### src/rtl/m92_sound_latch.sv
// m92_sound_latch: command/reply latch between the main V30 and the sound CPU.
// The main CPU writes commands at IO 0x00 and reads replies at IO 0x08
// (soundlatch2). Each side receives a level interrupt while data waits for it.
// Build option: define M92_SNDLATCH_FIFO_EN to queue commands in a
// FIFO_DEPTH-entry FIFO. Without it, a single overwriting command register
// matches the original board.
module m92_sound_latch #(
  parameter int FIFO_DEPTH = 4
) (
  input  logic       clk_sys,
  input  logic       reset_n,
  input  logic       snd_reset_n,
  input  logic       main_cmd_wr,
  input  logic [7:0] main_din,
  input  logic       main_reply_rd,
  output logic [7:0] main_dout,
  output logic       main_irq,
  input  logic       snd_cmd_rd,
  output logic [7:0] snd_dout,
  input  logic       snd_reply_wr,
  input  logic [7:0] snd_din,
  output logic       snd_irq,
  output logic [4:0] cmd_count,
  output logic       cmd_overflow
);

  localparam int DATA_W = 8;
  localparam logic [DATA_W-1:0] EMPTY_BYTE = 8'hFF;

  if (FIFO_DEPTH < 2 || FIFO_DEPTH > 16 || (FIFO_DEPTH & (FIFO_DEPTH - 1)) != 0) begin : g_bad_depth
    $error("m92_sound_latch: FIFO_DEPTH must be a power of two in 2..16");
  end

  // Registered copies of the strobes; an action fires only on the first high cycle.
  logic cmd_wr_p0;
  logic cmd_rd_p0;
  logic reply_wr_p0;
  logic reply_rd_p0;

  // Strobe history keeps updating while the sound CPU is held in reset, so a
  // strobe still high at release is not seen as a new edge.
  always_ff @(posedge clk_sys or negedge reset_n) begin
    if (!reset_n) begin
      cmd_wr_p0   <= 1'b0;
      cmd_rd_p0   <= 1'b0;
      reply_wr_p0 <= 1'b0;
      reply_rd_p0 <= 1'b0;
    end else begin
      cmd_wr_p0   <= main_cmd_wr;
      cmd_rd_p0   <= snd_cmd_rd;
      reply_wr_p0 <= snd_reply_wr;
      reply_rd_p0 <= main_reply_rd;
    end
  end

  logic cmd_wr_edge;
  logic cmd_rd_edge;
  logic reply_wr_edge;
  logic reply_rd_edge;

  assign cmd_wr_edge   = main_cmd_wr   & ~cmd_wr_p0   & snd_reset_n;
  assign cmd_rd_edge   = snd_cmd_rd    & ~cmd_rd_p0   & snd_reset_n;
  assign reply_wr_edge = snd_reply_wr  & ~reply_wr_p0 & snd_reset_n;
  assign reply_rd_edge = main_reply_rd & ~reply_rd_p0 & snd_reset_n;

  // ---------------------------------------------------------------------------
  // Reply path: sound CPU -> main CPU
  // ---------------------------------------------------------------------------
  logic [DATA_W-1:0] reply_data;
  logic              reply_pend;

  // A new reply takes priority over a simultaneous read, so the main CPU never
  // loses a reply it has not yet seen.
  always_ff @(posedge clk_sys or negedge reset_n) begin
    if (!reset_n) begin
      reply_data <= EMPTY_BYTE;
      reply_pend <= 1'b0;
    end else if (reply_wr_edge) begin
      reply_data <= snd_din;
      reply_pend <= 1'b1;
    end else if (!snd_reset_n || reply_rd_edge) begin
      reply_pend <= 1'b0;
    end
  end

  assign main_dout = reply_data;
  assign main_irq  = reply_pend;

  // ---------------------------------------------------------------------------
  // Command path: main CPU -> sound CPU
  // ---------------------------------------------------------------------------
`ifdef M92_SNDLATCH_FIFO_EN
  localparam int          PTR_W   = $clog2(FIFO_DEPTH);
  localparam logic [4:0]  DEPTH_C = 5'(FIFO_DEPTH);

  logic [DATA_W-1:0] cmd_mem [FIFO_DEPTH];
  logic [PTR_W-1:0]  wr_ptr;
  logic [PTR_W-1:0]  rd_ptr;
  logic [4:0]        count;
  logic              overflow;
  logic              is_empty;
  logic              is_full;
  logic              do_pop;
  logic              do_push;

  // A pop on a full FIFO frees the slot the simultaneous write needs.
  always_comb begin
    is_empty = (count == 5'd0);
    is_full  = (count == DEPTH_C);
    do_pop   = cmd_rd_edge & ~is_empty;
    do_push  = cmd_wr_edge & (~is_full | do_pop);
  end

  // Pointer, occupancy and overflow bookkeeping; pointers wrap naturally at
  // the power-of-two depth.
  always_ff @(posedge clk_sys or negedge reset_n) begin
    if (!reset_n) begin
      wr_ptr   <= '0;
      rd_ptr   <= '0;
      count    <= 5'd0;
      overflow <= 1'b0;
    end else if (!snd_reset_n) begin
      wr_ptr   <= '0;
      rd_ptr   <= '0;
      count    <= 5'd0;
      overflow <= 1'b0;
    end else begin
      if (do_push) wr_ptr <= wr_ptr + PTR_W'(1);
      if (do_pop)  rd_ptr <= rd_ptr + PTR_W'(1);
      count <= count + 5'(do_push) - 5'(do_pop);
      if (cmd_wr_edge && is_full && !do_pop) overflow <= 1'b1;
    end
  end

  // Command storage carries no reset; stale bytes are hidden by the count.
  always_ff @(posedge clk_sys) begin
    if (do_push) cmd_mem[wr_ptr] <= main_din;
  end

  assign snd_dout     = is_empty ? EMPTY_BYTE : cmd_mem[rd_ptr];
  assign snd_irq      = ~is_empty;
  assign cmd_count    = count;
  assign cmd_overflow = overflow;
`else
  logic [DATA_W-1:0] cmd_data;
  logic              cmd_pend;
  logic              overflow;

  // Single latch: a write always wins, and writing over an unread command
  // flags the loss.
  always_ff @(posedge clk_sys or negedge reset_n) begin
    if (!reset_n) begin
      cmd_pend <= 1'b0;
      overflow <= 1'b0;
    end else if (!snd_reset_n) begin
      cmd_pend <= 1'b0;
      overflow <= 1'b0;
    end else if (cmd_wr_edge) begin
      cmd_pend <= 1'b1;
      if (cmd_pend) overflow <= 1'b1;
    end else if (cmd_rd_edge) begin
      cmd_pend <= 1'b0;
    end
  end

  // Command byte storage; only meaningful while cmd_pend is set.
  always_ff @(posedge clk_sys) begin
    if (cmd_wr_edge) cmd_data <= main_din;
  end

  assign snd_dout     = cmd_pend ? cmd_data : EMPTY_BYTE;
  assign snd_irq      = cmd_pend;
  assign cmd_count    = {4'b0000, cmd_pend};
  assign cmd_overflow = overflow;
`endif

endmodule

### config.mk
export PLATFORM = sky130hd
export DESIGN_NAME = m92_sound_latch
export DESIGN_NICKNAME = d
export VERILOG_FILES = /design/src/rtl/m92_sound_latch.sv
export SDC_FILE = /design/constraint.sdc
export NUM_CORES = 1
export LEC_CHECK = 0
export BUFFER_PORTS_ARGS = -buffer_cell sky130_fd_sc_hd__buf_2
export CORE_MARGIN = 8
export CORE_UTILIZATION = 45
export CTS_BUF_LIST = sky130_fd_sc_hd__clkbuf_16
export CTS_CLUSTER_DIAMETER = 60
export DETAILED_ROUTE_END_ITERATION = 16
export GPL_ROUTABILITY_DRIVEN = 0
export PLACE_DENSITY = 0.87
export SLEW_MARGIN = 20
export SYNTH_ARGS = -nofsm -noshare
export SYNTH_HDL_FRONTEND = slang
export SYNTH_SLANG_ARGS = --single-unit
### constraint.sdc
create_clock -name clk_sys -period 3.2 [get_ports clk_sys]
set_input_delay 0.16 -clock clk_sys [delete_from_list [all_inputs] [get_ports clk_sys]]
set_output_delay 0.16 -clock clk_sys [all_outputs]
set_load 0.1 [all_outputs]
==> flow_summary.json, run 1 <==
{
  "hp-class": "in2reg",
  "cp_max_fo": 12,
  "fin_crit_ps": 1453,
  "fill_cells": 166,
  "postCtsSetupRepairBufs": 0,
  "drt-total-wl_um": 1772,
  "drive_gt1_share_pct": 61.54,
  "hp-start": "main_cmd_wr",
  "cts.sinks": 23,
  "critPathArrivalTime_ps": 1290,
  "synth_ff_type": "edfxtp_1",
  "r2r-start": "cmd_wr_p0",
  "finalSetupViolCount": 0,
  "finalHoldViolations": 0,
  "powerDensity_nw_per_um2": 753.1,
  "critPathKind": "reg2out",
  "worst_ep_required_time_ps": 3040,
  "fmax_ghz": 0.6884,
  "portBuffers": 42,
  "cts_buffers": 3,
  "grt_pass1_vias": 666,
  "worst-path-buf-inv": 1,
  "synth_edf_count": 8,
  "startpoint_type": "flip-flop",
  "clkTransAtPathRegs_ps": 60,
  "final_max_slew_viol_count": 0,
  "drc_errors": 0,
  "vias": 592,
  "clk_latency_ps": 250,
  "rows": 16,
  "grt_use_total_pct": 10.12,
  "coreArea_um2": 1942,
  "synth_largest_area_cell": "edfxtp_1",
  "startpoint": "snd_irq",
  "placed_cells": 126,
  "synth_area_leaders": "edfxtp_1 26%, dfstp_2 23%, dfrtp_1 19%",
  "drt-initial-drc-count": 8,
  "die_y_um": 61.33,
  "ys_types": 16,
  "die_w_um": 61.33,
  "status": "completed",
  "setup-tns-final_ps": 0,
  "die-area_um2": 3761,
  "synthTopCellsByCount": "9 x nand2b_1, 8 x dfstp_2, 8 x edfxtp_1, 8 x mux2_4, 7 x dfrtp_1",
  "n_antenna_cell": 0,
  "yosysMostFrequentCell": "nand2b_1",
  "rsz0062_at_grt": "false",
  "cpMaxStageDelayCell": "dfrtp_1",
  "antenna_found_initial": 0,
  "synth_area_um2": 924.6,
  "regArea_um2": 625.6,
  "tightest_slew_ps": 600.0,
  "grt_pass1_wl_um": 2773,
  "first_pass_iters": 3,
  "wire_per_inst_um": 13.53,
  "synth.avg_cell_area_um2": 15.41,
  "ioPinCount": 47,
  "skew_ps": 2.466,
  "drtAntennaViolNets": 0,
  "cts-root-buf": "clkbuf_16",
  "crit_cells": 2,
  "fin_nets": 128,
  "post_drt_via_cell_ratio": 4.519,
  "ff2ff_path_depth": 2,
  "synth_top_area_share_pct": 25.98,
  "timing.slew.headroom_pct": 59.85,
  "stdcell_count": 131,
  "ys_ff_latch": 23,
  "fin_area_um2": 1221,
  "yosysWarningCount": 0,
  "multiInputGateArea_um2": 246.5,
  "holdPathStages": 1,
  "place_area_um2": 1131,
  "setup_slack_ps": 1747,
  "critical_path.top_delay_family": "flip-flops",
  "grt_max_degree": 16,
  "cts_tree": "yes",
  "post-route-period-util_pct": 45.39,
  "cts_buffer_depth": 2,
  "pre_cts_ws_ps": 1822,
  "drv_cap": 0,
  "synth-seq-area-share_pct": 67.66,
  "syn_inst": 60,
  "htreeDepth": 1,
  "critPathCaptureType": "output port",
  "initial_core_util_pct": 47.62,
  "syn_to_final_growth_pct": 32.07,
  "power_leakage_uw": 0.0005861,
  "grt_overflow": 0,
  "vdd_drop_max_v": 0.0005274,
  "synthArstFlopShare_pct": 65.22,
  "slowest_delay_ps": 490,
  "crit_chain": "nand2b_1, buf_2",
  "hpwl_um": 1458
}
==> per-stage QoR <==
step	hold slack, ps	util (%)	total power (µW)
2_1_floorplan	-135.6	-	625.5
3_3_place_gp	62.86	58.25	662.4
3_5_place_dp	75.03	58.25	666.7
4_1_cts	29.66	62.89	928.3
5_1_grt	33.07	62.89	951.3
6_report	33.58	62.89	919.6
==> registers in the layout (all words and copies together), names as in the netlist <==
| signal | cells |
|---|---|
| reply_rd_p0 | 1 |
| cmd_rd_p0 | 1 |
| cmd_overflow | 1 |
| cmd_wr_p0 | 1 |
| main_dout | 8 |
| main_irq | 1 |
| reply_wr_p0 | 1 |
| snd_irq | 1 |
| cmd_data | 8 |
==> cells by family (layout without fill, tap and decap cells) <==
logic type,after synthesis,after routing,synth area share [%]
buffers and inverters,10,51,6.901
multiplexers,8,8,12.99
flip-flops,23,23,67.66
AO/OA/AOI/OAI,5,5,2.977
other,1,4,0.4056
AND/OR/NAND/NOR,13,13,9.066
==> layer usage <==
| metal | GRT usage (%) | vias up | wire length, µm |
|---|---|---|---|
| li1 | - | 274 | - |
| met1 | 10.35 | 279 | 721 |
| met2 | 17.91 | 37 | 824 |
| met3 | 4.175 | 2 | 215 |
| met4 | 3.896 | 0 | 11 |
| met5 | 0 | - | 0 |
==> cells in the final DEF, fill, tap and decap left out, types with 2 or more instances in the layout <==
cell type,n
nor2_1,2
dfstp_2,8
o21ai_0,2
inv_1,3
clkbuf_16,3
mux2_4,8
edfxtp_1,8
dfrtp_1,7
conb_1,4
a21oi_1,2
buf_2,42
nand2b_1,9
==> area by class of cell <==
class / instances / share of cell area [%]
clock buffers: 3 / 6.148
clock inverters: 1 / 0.4098
inverters: 4 / 1.230
multi-input cells: 30 / 20.18
flip-flops and latches: 23 / 51.23
well taps: 27 / 2.766
repair buffers: 43 / 18.03
==> repair_timing <==
action | 4_1_cts | 5_1_grt
hold endpoints to repair | 7 | 0
resized for setup | 0 | 0
hold buffers | 1 | 0
==> where the power goes <==
group | switching [µW] | internal, µW
sequential | 14.3 | 346
clock | 91.8 | 168
combinational | 243 | 57.4
total | 349 | 571
==> final timing paths <==
kind	slack (ps)	end
worst max register to register	1840	cmd_data[7]
worst min-delay path	30	cmd_wr_p0
worst max-delay path	1750	snd_dout[0]
min in group asynchronous	340	snd_irq
worst min register to register	520	cmd_overflow
max in group asynchronous	2570	main_dout[4]
Note: power is estimated with default switching activity, not from simulation.
==> inputs of run 2 (changes only) <==
- ABC_AREA: default -> 1
- CORE_UTILIZATION: 45 -> 39
- PLACE_DENSITY: 0.87 -> 0.81
- clock period: 3.2 -> 1.3 ns (I/O delays scaled with it)
==> flow_summary.json, run 2 <==
{
  "status": "completed",
  "pre_cts_ws_ps": 242.9,
  "rows": 17,
  "synth-seq-area-share_pct": 67.02,
  "finalSetupViolCount": 0,
  "grt_overflow": 0,
  "clkTransAtPathRegs_ps": 60,
  "portBuffers": 42,
  "critPathCaptureType": "output port",
  "synth_xor_area_share_pct": 0,
  "syn_inst": 88,
  "fmax_ghz": 0.8346,
  "grt_use_total_pct": 11.23,
  "fin_nets": 164,
  "critPathArrivalTime_ps": 1130,
  "cts_buffer_depth": 2,
  "vdd_drop_max_v": 0.001187,
  "vias": 751,
  "fill_cells": 167,
  "synth_area_um2": 933.4,
  "drc_errors": 0,
  "post_drt_via_cell_ratio": 4.470,
  "syn_to_final_growth_pct": 72.39,
  "die_y_um": 64.92,
  "worst_ep_required_time_ps": 1240,
  "cpMaxStageDelayCell": "dfrtp_4",
  "skew_ps": 3.121,
  "wire_per_inst_um": 13.36,
  "synth-simple-area-share_pct": 20.78,
  "finalHoldViolations": 0,
  "final_max_slew_viol_count": 0,
  "startpoint": "snd_irq",
  "worst-path-buf-inv": 1,
  "grt_pass1_wl_um": 3788,
  "synthAdderAreaFrac_pct": 0,
  "grt_pass1_vias": 813,
  "place_area_um2": 1430,
  "synth_largest_area_cell": "edfxtp_1",
  "drv_cap": 0,
  "critPathKind": "reg2out",
  "synth_top_family_by_area": "simple AND/OR/NAND/NOR gates",
  "rsz0062_at_grt": "false",
  "clk_latency_ps": 250,
  "powerDensity_nw_per_um2": 1493,
  "hp-start": "main_din[0]",
  "die-area_um2": 4215,
  "hp-class": "in2reg",
  "drive_gt1_share_pct": 46.43,
  "synth_top_area_share_pct": 25.74,
  "setup_slack_ps": 101.8,
  "antenna_found_initial": 0,
  "startpoint_type": "flip-flop",
  "n_antenna_cell": 0,
  "yosysMostFrequentCell": "nand2_1",
  "grt_max_degree": 16,
  "cts_buffers": 3,
  "drtAntennaViolNets": 0,
  "ys_types": 13,
  "cts-root-buf": "clkbuf_16",
  "fin_area_um2": 1609,
  "cp_max_fo": 12,
  "yosysWarningCount": 0,
  "synthMuxAreaShare_pct": 0,
  "synth.avg_cell_area_um2": 10.61,
  "drt-total-wl_um": 2244,
  "htreeDepth": 1,
  "crit_chain": "nand2_2, buf_12",
  "hpwl_um": 1803,
  "cts.sinks": 23,
  "slowest_delay_ps": 580,
  "final_cell_mix": "24 x buf_2, 22 x nand2_1, 18 x buf_12",
  "synth_ff_type": "edfxtp_1",
  "synthTopCellsByCount": "30 x nand2_1, 12 x inv_1, 9 x nand4_1",
  "post-route-period-util_pct": 92.17,
  "r2r-start": "cmd_wr_p0",
  "critical_path.top_delay_family": "flip-flops",
  "first_pass_iters": 4,
  "power_leakage_uw": 0.0007937,
  "ys_ff_latch": 23,
  "initial_core_util_pct": 41.79,
  "utilization_pct": 72.04,
  "cts_tree": "yes",
  "synth_area_leaders": "edfxtp_1 26%, dfstp_2 23%, dfrtp_1 19%",
  "fin_crit_ps": 1198,
  "die_w_um": 64.92,
  "ioPinCount": 47,
  "drt-initial-drc-count": 15,
  "coreArea_um2": 2233,
  "synthArstFlopShare_pct": 65.22,
  "synth_edf_count": 8,
  "synth_compound_area_share_pct": 0,
  "mostFrequentLayoutCell": "buf_2",
  "cts_resized": 0
}
-- run 2: path summary, 6_finish.rpt --
| check | to | depth (start not counted) | slack [ps] |
|---|---|---|---|
| worst max-delay path | snd_dout[0] | 2 | 100 |
| worst min-delay path | cmd_data[0] | 1 | 0.5 |
| worst max register to register | cmd_data[6] | 3 | 240 |
| worst min register to register | cmd_overflow | 2 | 480 |
| max in group asynchronous | main_dout[0] | 2 | 760 |
| min in group asynchronous | reply_wr_p0 | 2 | 250 |
-- run 2: cell type report --
type / count / area, µm² / share of cell area [%]
Inverter: 13 / 48.80 / 3.033
Multi-Input combinational cell: 47 / 229.0 / 14.23
Clock buffer: 3 / 75.07 / 4.666
Tap cell: 28 / 35.03 / 2.177
Timing Repair Buffer: 53 / 588.1 / 36.55
Clock inverter: 1 / 3.754 / 0.2333
Sequential cell: 23 / 629.4 / 39.11
-- run 2: metal layers --
layer / track usage, % / wire, µm / up-vias / share of wire (%)
li1: - / - / 371 / -
met3: 4.983 / 220 / 2 / 9.8
met2: 17.39 / 978 / 39 / 44
met4: 4.087 / 8 / 0 / 0.36
met5: 0 / 0 / - / 0
met1: 13.48 / 1036 / 339 / 46
-- run 2: stage by stage --
step / TNS [ps] / power (µW) / hold WS (ps) / std cells
floorplan: -187.9 / 1457 / -230.6 / 91
global placement: 0 / 1753 / -26.04 / 154
detailed placement: 0 / 1765 / -17.21 / 154
CTS: 0 / 2417 / 2.702 / 167
global route: 0 / 2495 / 2.787 / 168
finish: 0 / 2402 / 0.5433 / 168
-- run 2: logic make-up (layout without fill, tap and decap cells) --
| logic type | count (synthesis) | count (layout) |
|---|---|---|
| AND/OR/NAND/NOR | 43 | 43 |
| buffers and inverters | 21 | 70 |
| other | 1 | 4 |
| flip-flops | 23 | 23 |
-- run 2: worst register-to-register path: cells and delay by family (launching register included) --
| kind | cells | cell delay (ps) |
|---|---|---|
| buffers and inverters | 2 | 300 |
| flip-flops | 1 | 360 |
| AND/OR/NAND/NOR | 1 | 80 |
-- run 2: timing repair --
item	4_1_cts	5_1_grt
hold buffers	9	1
hold endpoints to repair	23	1
buffers inserted	0	0
-- run 2: report_power, final --
part | switching [µW] | internal [µW]
clock | 222 | 409
sequential | 62.1 | 844
combinational | 584 | 280
total | 869 | 1530
